==> src/rtl/matvec_sequencer_if.sv <==
// Launch/config inputs plus buffer-instruction and PE-strobe outputs of the
// tiled matrix-vector sequencer.
interface matvec_sequencer_if #(
  parameter int unsigned ADDR_W = 16,
  parameter int unsigned MODE_W = 2,
  parameter int unsigned CNT_W  = 8
);
  // launch request and operation config
  logic              start;
  logic [CNT_W-1:0]  num_rows;
  logic [CNT_W-1:0]  num_k;
  logic [ADDR_W-1:0] mat_base;
  logic [ADDR_W-1:0] vec_base;
  logic [ADDR_W-1:0] out_base;
  logic [MODE_W-1:0] mode;

  // buffer instruction port
  logic              buf_inst_valid;
  logic [1:0]        buf_opcode;
  logic [ADDR_W-1:0] buf_mema_offset;
  logic [ADDR_W-1:0] buf_memb_offset;
  logic [MODE_W-1:0] buf_mode;

  // PE strobes and status
  logic              pe_data_valid;
  logic              pe_first;
  logic              pe_last;
  logic              busy;
  logic              done;

  // launcher side: issues start/config, observes the sequencer
  modport master (
    output start, num_rows, num_k, mat_base, vec_base, out_base, mode,
    input  buf_inst_valid, buf_opcode, buf_mema_offset, buf_memb_offset, buf_mode,
    input  pe_data_valid, pe_first, pe_last, busy, done
  );

  // sequencer side
  modport slave (
    input  start, num_rows, num_k, mat_base, vec_base, out_base, mode,
    output buf_inst_valid, buf_opcode, buf_mema_offset, buf_memb_offset, buf_mode,
    output pe_data_valid, pe_first, pe_last, busy, done
  );
endinterface

==> src/rtl/matvec_sequencer.sv <==
// Sequencer for a tiled matrix-vector op: K buffer reads per row, PE strobes
// aligned to the 2-cycle read latency, then one result write per row.
module matvec_sequencer #(
  parameter int unsigned ADDR_W   = 16,
  parameter int unsigned MODE_W   = 2,
  parameter int unsigned CNT_W    = 8,
  parameter int unsigned PE_LAT   = 2,
  parameter logic [1:0]  OP_NOP   = 2'd0,
  parameter logic [1:0]  OP_READ  = 2'd1,
  parameter logic [1:0]  OP_WRITE = 2'd2
) (
  input  logic                clk,
  input  logic                rst_n,
  matvec_sequencer_if.slave   bus
);

  localparam int unsigned DRN_W = (PE_LAT < 1) ? 1 : $clog2(PE_LAT + 1);

  typedef enum logic [2:0] {
    S_IDLE  = 3'd0,
    S_READ  = 3'd1,
    S_DRAIN = 3'd2,
    S_WRITE = 3'd3,
    S_FIN   = 3'd4
  } state_t;

  state_t            state;
  logic [CNT_W-1:0]  r_cnt;
  logic [CNT_W-1:0]  k_cnt;
  logic [CNT_W-1:0]  num_rows_q;
  logic [CNT_W-1:0]  num_k_q;
  logic [ADDR_W-1:0] row_base;
  logic [ADDR_W-1:0] vec_base_q;
  logic [ADDR_W-1:0] out_base_q;
  logic [DRN_W-1:0]  drain_cnt;

  // first stage of the read-data alignment pipe
  logic              p1_valid;
  logic              p1_first;
  logic              p1_last;

  logic              last_k;
  logic              last_r;
  logic [CNT_W-1:0]  k_nxt;

  assign last_k = (k_cnt == num_k_q - CNT_W'(1));
  assign last_r = (r_cnt == num_rows_q - CNT_W'(1));
  assign k_nxt  = k_cnt + CNT_W'(1);

  // Outputs are registered: each transition loads the values for the cycle
  // of the state being entered.
  always_ff @(posedge clk or negedge rst_n) begin
    if (!rst_n) begin
      state               <= S_IDLE;
      r_cnt               <= '0;
      k_cnt               <= '0;
      num_rows_q          <= '0;
      num_k_q             <= '0;
      row_base            <= '0;
      vec_base_q          <= '0;
      out_base_q          <= '0;
      drain_cnt           <= '0;
      p1_valid            <= 1'b0;
      p1_first            <= 1'b0;
      p1_last             <= 1'b0;
      bus.buf_inst_valid  <= 1'b0;
      bus.buf_opcode      <= OP_NOP;
      bus.buf_mema_offset <= '0;
      bus.buf_memb_offset <= '0;
      bus.buf_mode        <= '0;
      bus.pe_data_valid   <= 1'b0;
      bus.pe_first        <= 1'b0;
      bus.pe_last         <= 1'b0;
      bus.busy            <= 1'b0;
      bus.done            <= 1'b0;
    end else begin
      // a read issued now surfaces as PE data two cycles later
      p1_valid          <= (state == S_READ);
      p1_first          <= (state == S_READ) && (k_cnt == '0);
      p1_last           <= (state == S_READ) && last_k;
      bus.pe_data_valid <= p1_valid;
      bus.pe_first      <= p1_first;
      bus.pe_last       <= p1_last;

      bus.buf_inst_valid  <= 1'b0;
      bus.buf_opcode      <= OP_NOP;
      bus.buf_mema_offset <= '0;
      bus.buf_memb_offset <= '0;
      bus.done            <= 1'b0;

      case (state)
        S_IDLE: begin
          if (bus.start) begin
            num_rows_q   <= bus.num_rows;
            num_k_q      <= bus.num_k;
            row_base     <= bus.mat_base;
            vec_base_q   <= bus.vec_base;
            out_base_q   <= bus.out_base;
            bus.buf_mode <= bus.mode;
            r_cnt        <= '0;
            k_cnt        <= '0;
            if ((bus.num_rows == '0) || (bus.num_k == '0)) begin
              state <= S_FIN;
            end else begin
              state               <= S_READ;
              bus.busy            <= 1'b1;
              bus.buf_inst_valid  <= 1'b1;
              bus.buf_opcode      <= OP_READ;
              bus.buf_mema_offset <= bus.mat_base;
              bus.buf_memb_offset <= bus.vec_base;
            end
          end
        end

        S_READ: begin
          if (last_k) begin
            state     <= S_DRAIN;
            drain_cnt <= DRN_W'(PE_LAT);
          end else begin
            k_cnt               <= k_nxt;
            bus.buf_inst_valid  <= 1'b1;
            bus.buf_opcode      <= OP_READ;
            bus.buf_mema_offset <= row_base + ADDR_W'(k_nxt);
            bus.buf_memb_offset <= vec_base_q + ADDR_W'(k_nxt);
          end
        end

        // PE_LAT+1 idle cycles so the write lands PE_LAT after the last beat
        S_DRAIN: begin
          if (drain_cnt == '0) begin
            state               <= S_WRITE;
            bus.buf_inst_valid  <= 1'b1;
            bus.buf_opcode      <= OP_WRITE;
            bus.buf_mema_offset <= out_base_q + ADDR_W'(r_cnt);
          end else begin
            drain_cnt <= drain_cnt - DRN_W'(1);
          end
        end

        S_WRITE: begin
          row_base <= row_base + ADDR_W'(num_k_q);
          k_cnt    <= '0;
          if (last_r) begin
            state    <= S_FIN;
            bus.busy <= 1'b0;
            bus.done <= 1'b1;
          end else begin
            state               <= S_READ;
            r_cnt               <= r_cnt + CNT_W'(1);
            bus.buf_inst_valid  <= 1'b1;
            bus.buf_opcode      <= OP_READ;
            bus.buf_mema_offset <= row_base + ADDR_W'(num_k_q);
            bus.buf_memb_offset <= vec_base_q;
          end
        end

        // An empty launch enters here with done low and pulses it one cycle later.
        S_FIN: begin
          if (bus.done) begin
            state <= S_IDLE;
          end else begin
            bus.done <= 1'b1;
          end
        end

        default: state <= S_IDLE;
      endcase
    end
  end

endmodule

==> src/flat_wrapper.sv <==
// flat-port wrapper written by rule: the top's interface ports become plain ports
module matvec_sequencer_flat 
#(
  parameter int unsigned ADDR_W   = 16,
  parameter int unsigned MODE_W   = 2,
  parameter int unsigned CNT_W    = 8,
  parameter int unsigned PE_LAT   = 2,
  parameter logic [1:0]  OP_NOP   = 2'd0,
  parameter logic [1:0]  OP_READ  = 2'd1,
  parameter logic [1:0]  OP_WRITE = 2'd2
)
  (clk, rst_n, bus_start, bus_num_rows, bus_num_k, bus_mat_base, bus_vec_base, bus_out_base, bus_mode, bus_buf_inst_valid, bus_buf_opcode, bus_buf_mema_offset, bus_buf_memb_offset, bus_buf_mode, bus_pe_data_valid, bus_pe_first, bus_pe_last, bus_busy, bus_done);
  matvec_sequencer_if #(.ADDR_W(ADDR_W), .MODE_W(MODE_W), .CNT_W(CNT_W)) bus_i ();
  input  logic clk;
  input  logic rst_n;
  input wire logic [$bits(bus_i.start)-1:0] bus_start;
  input wire logic [$bits(bus_i.num_rows)-1:0] bus_num_rows;
  input wire logic [$bits(bus_i.num_k)-1:0] bus_num_k;
  input wire logic [$bits(bus_i.mat_base)-1:0] bus_mat_base;
  input wire logic [$bits(bus_i.vec_base)-1:0] bus_vec_base;
  input wire logic [$bits(bus_i.out_base)-1:0] bus_out_base;
  input wire logic [$bits(bus_i.mode)-1:0] bus_mode;
  output wire logic [$bits(bus_i.buf_inst_valid)-1:0] bus_buf_inst_valid;
  output wire logic [$bits(bus_i.buf_opcode)-1:0] bus_buf_opcode;
  output wire logic [$bits(bus_i.buf_mema_offset)-1:0] bus_buf_mema_offset;
  output wire logic [$bits(bus_i.buf_memb_offset)-1:0] bus_buf_memb_offset;
  output wire logic [$bits(bus_i.buf_mode)-1:0] bus_buf_mode;
  output wire logic [$bits(bus_i.pe_data_valid)-1:0] bus_pe_data_valid;
  output wire logic [$bits(bus_i.pe_first)-1:0] bus_pe_first;
  output wire logic [$bits(bus_i.pe_last)-1:0] bus_pe_last;
  output wire logic [$bits(bus_i.busy)-1:0] bus_busy;
  output wire logic [$bits(bus_i.done)-1:0] bus_done;
  assign bus_i.start = bus_start;
  assign bus_i.num_rows = bus_num_rows;
  assign bus_i.num_k = bus_num_k;
  assign bus_i.mat_base = bus_mat_base;
  assign bus_i.vec_base = bus_vec_base;
  assign bus_i.out_base = bus_out_base;
  assign bus_i.mode = bus_mode;
  assign bus_buf_inst_valid = bus_i.buf_inst_valid;
  assign bus_buf_opcode = bus_i.buf_opcode;
  assign bus_buf_mema_offset = bus_i.buf_mema_offset;
  assign bus_buf_memb_offset = bus_i.buf_memb_offset;
  assign bus_buf_mode = bus_i.buf_mode;
  assign bus_pe_data_valid = bus_i.pe_data_valid;
  assign bus_pe_first = bus_i.pe_first;
  assign bus_pe_last = bus_i.pe_last;
  assign bus_busy = bus_i.busy;
  assign bus_done = bus_i.done;
  matvec_sequencer #(.ADDR_W(ADDR_W), .MODE_W(MODE_W), .CNT_W(CNT_W), .PE_LAT(PE_LAT), .OP_NOP(OP_NOP), .OP_READ(OP_READ), .OP_WRITE(OP_WRITE)) u_core (.clk(clk), .rst_n(rst_n), .bus(bus_i));
endmodule
==> config.mk <==
export PLATFORM = sky130hd
export DESIGN_NAME = matvec_sequencer_flat
export DESIGN_NICKNAME = d
export VERILOG_FILES = /design/src/rtl/matvec_sequencer_if.sv /design/src/rtl/matvec_sequencer.sv /design/src/flat_wrapper.sv
export SDC_FILE = /design/constraint.sdc
export NUM_CORES = 1
export LEC_CHECK = 0
export BUFFER_PORTS_ARGS = -buffer_cell sky130_fd_sc_hd__clkbuf_2
export CAP_MARGIN = 20
export CORE_UTILIZATION = 53
export CTS_BUF_LIST = sky130_fd_sc_hd__clkbuf_8 sky130_fd_sc_hd__clkbuf_16
export CTS_CLUSTER_DIAMETER = 30
export DETAILED_ROUTE_END_ITERATION = 10
export GPL_TIMING_DRIVEN = 0
export PLACE_DENSITY_LB_ADDON = 0.15
export SLEW_MARGIN = 40
export SYNTH_ARGS = -nofsm -noshare
export SYNTH_HDL_FRONTEND = slang
export SYNTH_SLANG_ARGS = --single-unit
==> constraint.sdc <==
create_clock -name clk -period 2.95 [get_ports clk]
set_clock_uncertainty 0.05 [all_clocks]
set_input_delay 0.59 -clock clk [delete_from_list [all_inputs] [get_ports clk]]
set_output_delay 0.59 -clock clk [all_outputs]
set_load 0.05 [all_outputs]
==> impl_metrics.csv <==
group,metric,value,unit
status,outcome,"finished, violations left",
status,violations,"setup timing",
global_route,grt_pass1_vias,7024,
yosys,ys_seq_area_share,40.9,%
clocking,clk_latency,0.43,ns
global_route,grt_pass1_wl,36600,um
critical_path,crit_path_end_kind,"flop",
pwr,p_leak,4.76,nW
global_route,grt.total_usage,30.4,%
critical_path,r2r_slack,-0.02,ns
layout,register_area,3260,um2
layout,layout-drive-gt1-share,21.1,%
clocking,postCtsHoldBufs,0,
floorplanning,io-pin-count,111,
layout,area_delta_synth_final,23.9,%
yosys,syn_inst,912,
detailed_routing,first_pass_iters,6,
critical_path,crit_arrival,3.23,ns
yosys,synth_fp_nets,1029,
floorplanning,die_area,15500,um2
detailed_routing,drtIter0Drc,815,
layout,antenna_cells,0,
place,dp.cells,1208,
timing,slew_viol_final,0,
layout,multi_input_area,4650,um2
critical_path,path_max_fanout,4,
pwr,powerDensity,1210,nW/um2
floorplanning,core-area,14600,um2
yosys,synth_edf_count,0,
clocking,cts_buffers,17,
clocking,clockBufferDepth,2,
yosys,ys.flop_type,"dfrtp_1",
timing,setup_viol,1,
critical_path,ff2ff_path_depth,10,
critical_path,reg2reg_from,"u_core.k_cnt[0]",
place,numPortBuffers,110,
detailed_routing,wl,23500,um
critical_path,crit_required,3.20,ns
timing,hold_viol,0,
layout,stdcell_count,1263,
floorplanning,start_util,54.5,%
yosys,yosysTopAreaCellShare,40.9,%
place,hpwlAfterDp,16700,um
timing,rsz0062_at_grt,"true",
timing,relSlewSlack,48.3,%
detailed_routing,ant_nets,0,
floorplanning,die_x,125,um
yosys,yosys.area.top_type,"dfrtp_1",
timing,setup_slack,-0.0236,ns
place,gp_congestion,0.984,
timing,worst_pin_slew,0.771,ns
layout,num-nets-final,1184,
detailed_routing,viasPerCell,6.02,
yosys,async_reset_ff_share,100,%
detailed_routing,vias,7603,
global_route,grt_overflow,0,
timing,fmax,336,MHz
global_route,antenna_found_initial,1,
yosys,ys_types,70,
critical_path,start_kind,"flop",
clocking,cts.clk_slew.worst_paths,0.06,ns
pwr,irDropWorstVdd,0.000807,V
critical_path,reg2reg_to,"u_core.bus.buf_mema_offset[7]",
detailed_routing,drc,0,
yosys,syn_avg_cell_area,8.73,um2
floorplanning,fp.dieH,125,um
timing,worst_hold_slack,0.0343,ns
worst_hold_path,min_path_type,"input port to asynchronous set/reset pin",
yosys,ys_warn_count,0,
detailed_routing,wl_per_cell,18.6,um
timing,min_period,2.97,ns
yosys,synth_area,7960,um2
yosys,synth_most_common_cell,"nand2_1",
pwr,totalPowerFinal,0.0119,W
clocking,cts_tree,"yes",
clocking,root_buffer,"clkbuf_16",
yosys,synthTopCellsByCount,"nand2_1 (192), dfrtp_1 (130), o21ai_0 (60)",
yosys,netlist_top_cells_area,"dfrtp_1 (41%), nand2_1 (9.1%), ha_1 (6.9%)",
layout,fillers,1213,
critical_path,crit_type,"flop to flop",
clocking,htreeDepth,4,
yosys,synth_seq_cells,130,
global_route,grt_max_degree,48,
run,max_cap_viol_count,0,
floorplanning,num_rows,44,
clocking,clkSinkCount,130,
timing,post-route-period-util,101,%
[power breakdown]
group / internal (W) / switching, W / leakage, nW
clock network: 0.00135 / 0.000790 / 0.295
registers: 0.00254 / 0.000653 / 1.62
logic: 0.00232 / 0.00424 / 2.85
[routing by layer]
layer,GRT usage (%),part of all wire (%)
met1,39.7,43
met2,47.5,46
met3,8.12,7.6
met4,13.3,3.3
met5,0,0
[metrics by stage]
step | instance area [um2] | utilization, % | TNS (ns) | setup slack [ns]
2_1_floorplan | 7960 | - | 0 | 0.0531
3_3_place_gp | 8740 | 59.9 | -120.08 | -0.877
3_5_place_dp | 8820 | 60.4 | -5.17 | -0.481
4_1_cts | 9610 | 65.9 | 0 | 0.00503
5_1_grt | 9860 | 67.6 | -0.372 | -0.0979
6_report | 9860 | 67.6 | -0.0236 | -0.0236
[worst max-delay path by stage]
| stage | startpoint | to | slack [ns] | cells past startpoint |
|---|---|---|---|---|
| after global placement | rst_n | u_core.num_rows_q[6] | -0.88 | 1 |
| final | u_core.k_cnt[0] | u_core.bus.buf_mema_offset[7] | -0.02 | 10 |
| after floorplan | u_core.k_cnt[0] | u_core.bus.buf_memb_offset[12] | 0.05 | 11 |
| after CTS | u_core.k_cnt[1] | u_core.bus.buf_mema_offset[7] | 0.005 | 10 |
| after detailed placement | u_core.k_cnt[0] | u_core.bus.buf_memb_offset[12] | -0.48 | 11 |
| after global routing | u_core.k_cnt[1] | u_core.bus.buf_mema_offset[7] | -0.1 | 10 |
[layout make-up]
class | instances | share of cell area (%)
Multi-Input combinational cell | 702 | 47.2
Sequential cell | 130 | 33.1
Timing Repair Buffer | 136 | 7.98
Clock buffer | 19 | 4.60
Tap cell | 184 | 2.34
Buffer | 39 | 1.87
Inverter | 41 | 1.56
Clock inverter | 12 | 1.45
[logic make-up (layout without fill, tap and decap cells)]
family	Yosys count	in the layout	synth area share (%)
XOR/XNOR	61	61	6.71
AND/OR/NAND/NOR	370	370	21.4
buffers and inverters	80	247	4.12
adder cells (fa/ha/maj)	48	48	7.92
multiplexers	2	2	0.252
AO/OA/AOI/OAI	221	221	18.7
flip-flops	130	130	40.9
[placed cells by master, fill, tap and decap left out, types with 14 or more instances in the layout]
| cell | instances |
|---|---|
| a21o_1 | 15 |
| ha_1 | 37 |
| inv_1 | 43 |
| clkbuf_1 | 25 |
| xor2_1 | 31 |
| clkbuf_2 | 113 |
| nand3_1 | 25 |
| buf_4 | 26 |
| nor3_1 | 20 |
| a21oi_1 | 35 |
| xnor2_1 | 25 |
| clkbuf_16 | 17 |
| dfrtp_1 | 126 |
| a31oi_1 | 14 |
| nor2_1 | 50 |
| nand2_1 | 192 |
| o21ai_0 | 54 |
[timing repair]
action                                  CTS  global route
endpoints found under the setup margin   23            26
resized for setup                        27            33
pin swaps                                 7            15
setup buffers                             9            15
[flip-flops by register name, indices dropped and copies added, names as in the netlist, 2 cells and up]
name	cells
u_core.bus.buf_mema_offset	16
u_core.bus.buf_memb_offset	16
u_core.out_base_q	16
u_core.row_base	16
u_core.vec_base_q	16
u_core.k_cnt	8
u_core.num_k_q	8
u_core.num_rows_q	8
u_core.r_cnt	8
u_core.state	3
u_core.bus.buf_mode	2
u_core.bus.buf_opcode	2
u_core.drain_cnt	2
[critical path, stage by stage (launching register included)]
cell     delay [ns]
dfrtp_2        0.40
ha_2           0.21
nand3_1        0.16
xnor2_2        0.27
ha_4           0.26
or3_1          0.35
o21ai_1        0.18
nor3b_1        0.10
or3_1          0.32
a32o_1         0.25
a221o_1        0.28
Power figures use the tool's default switching activity.
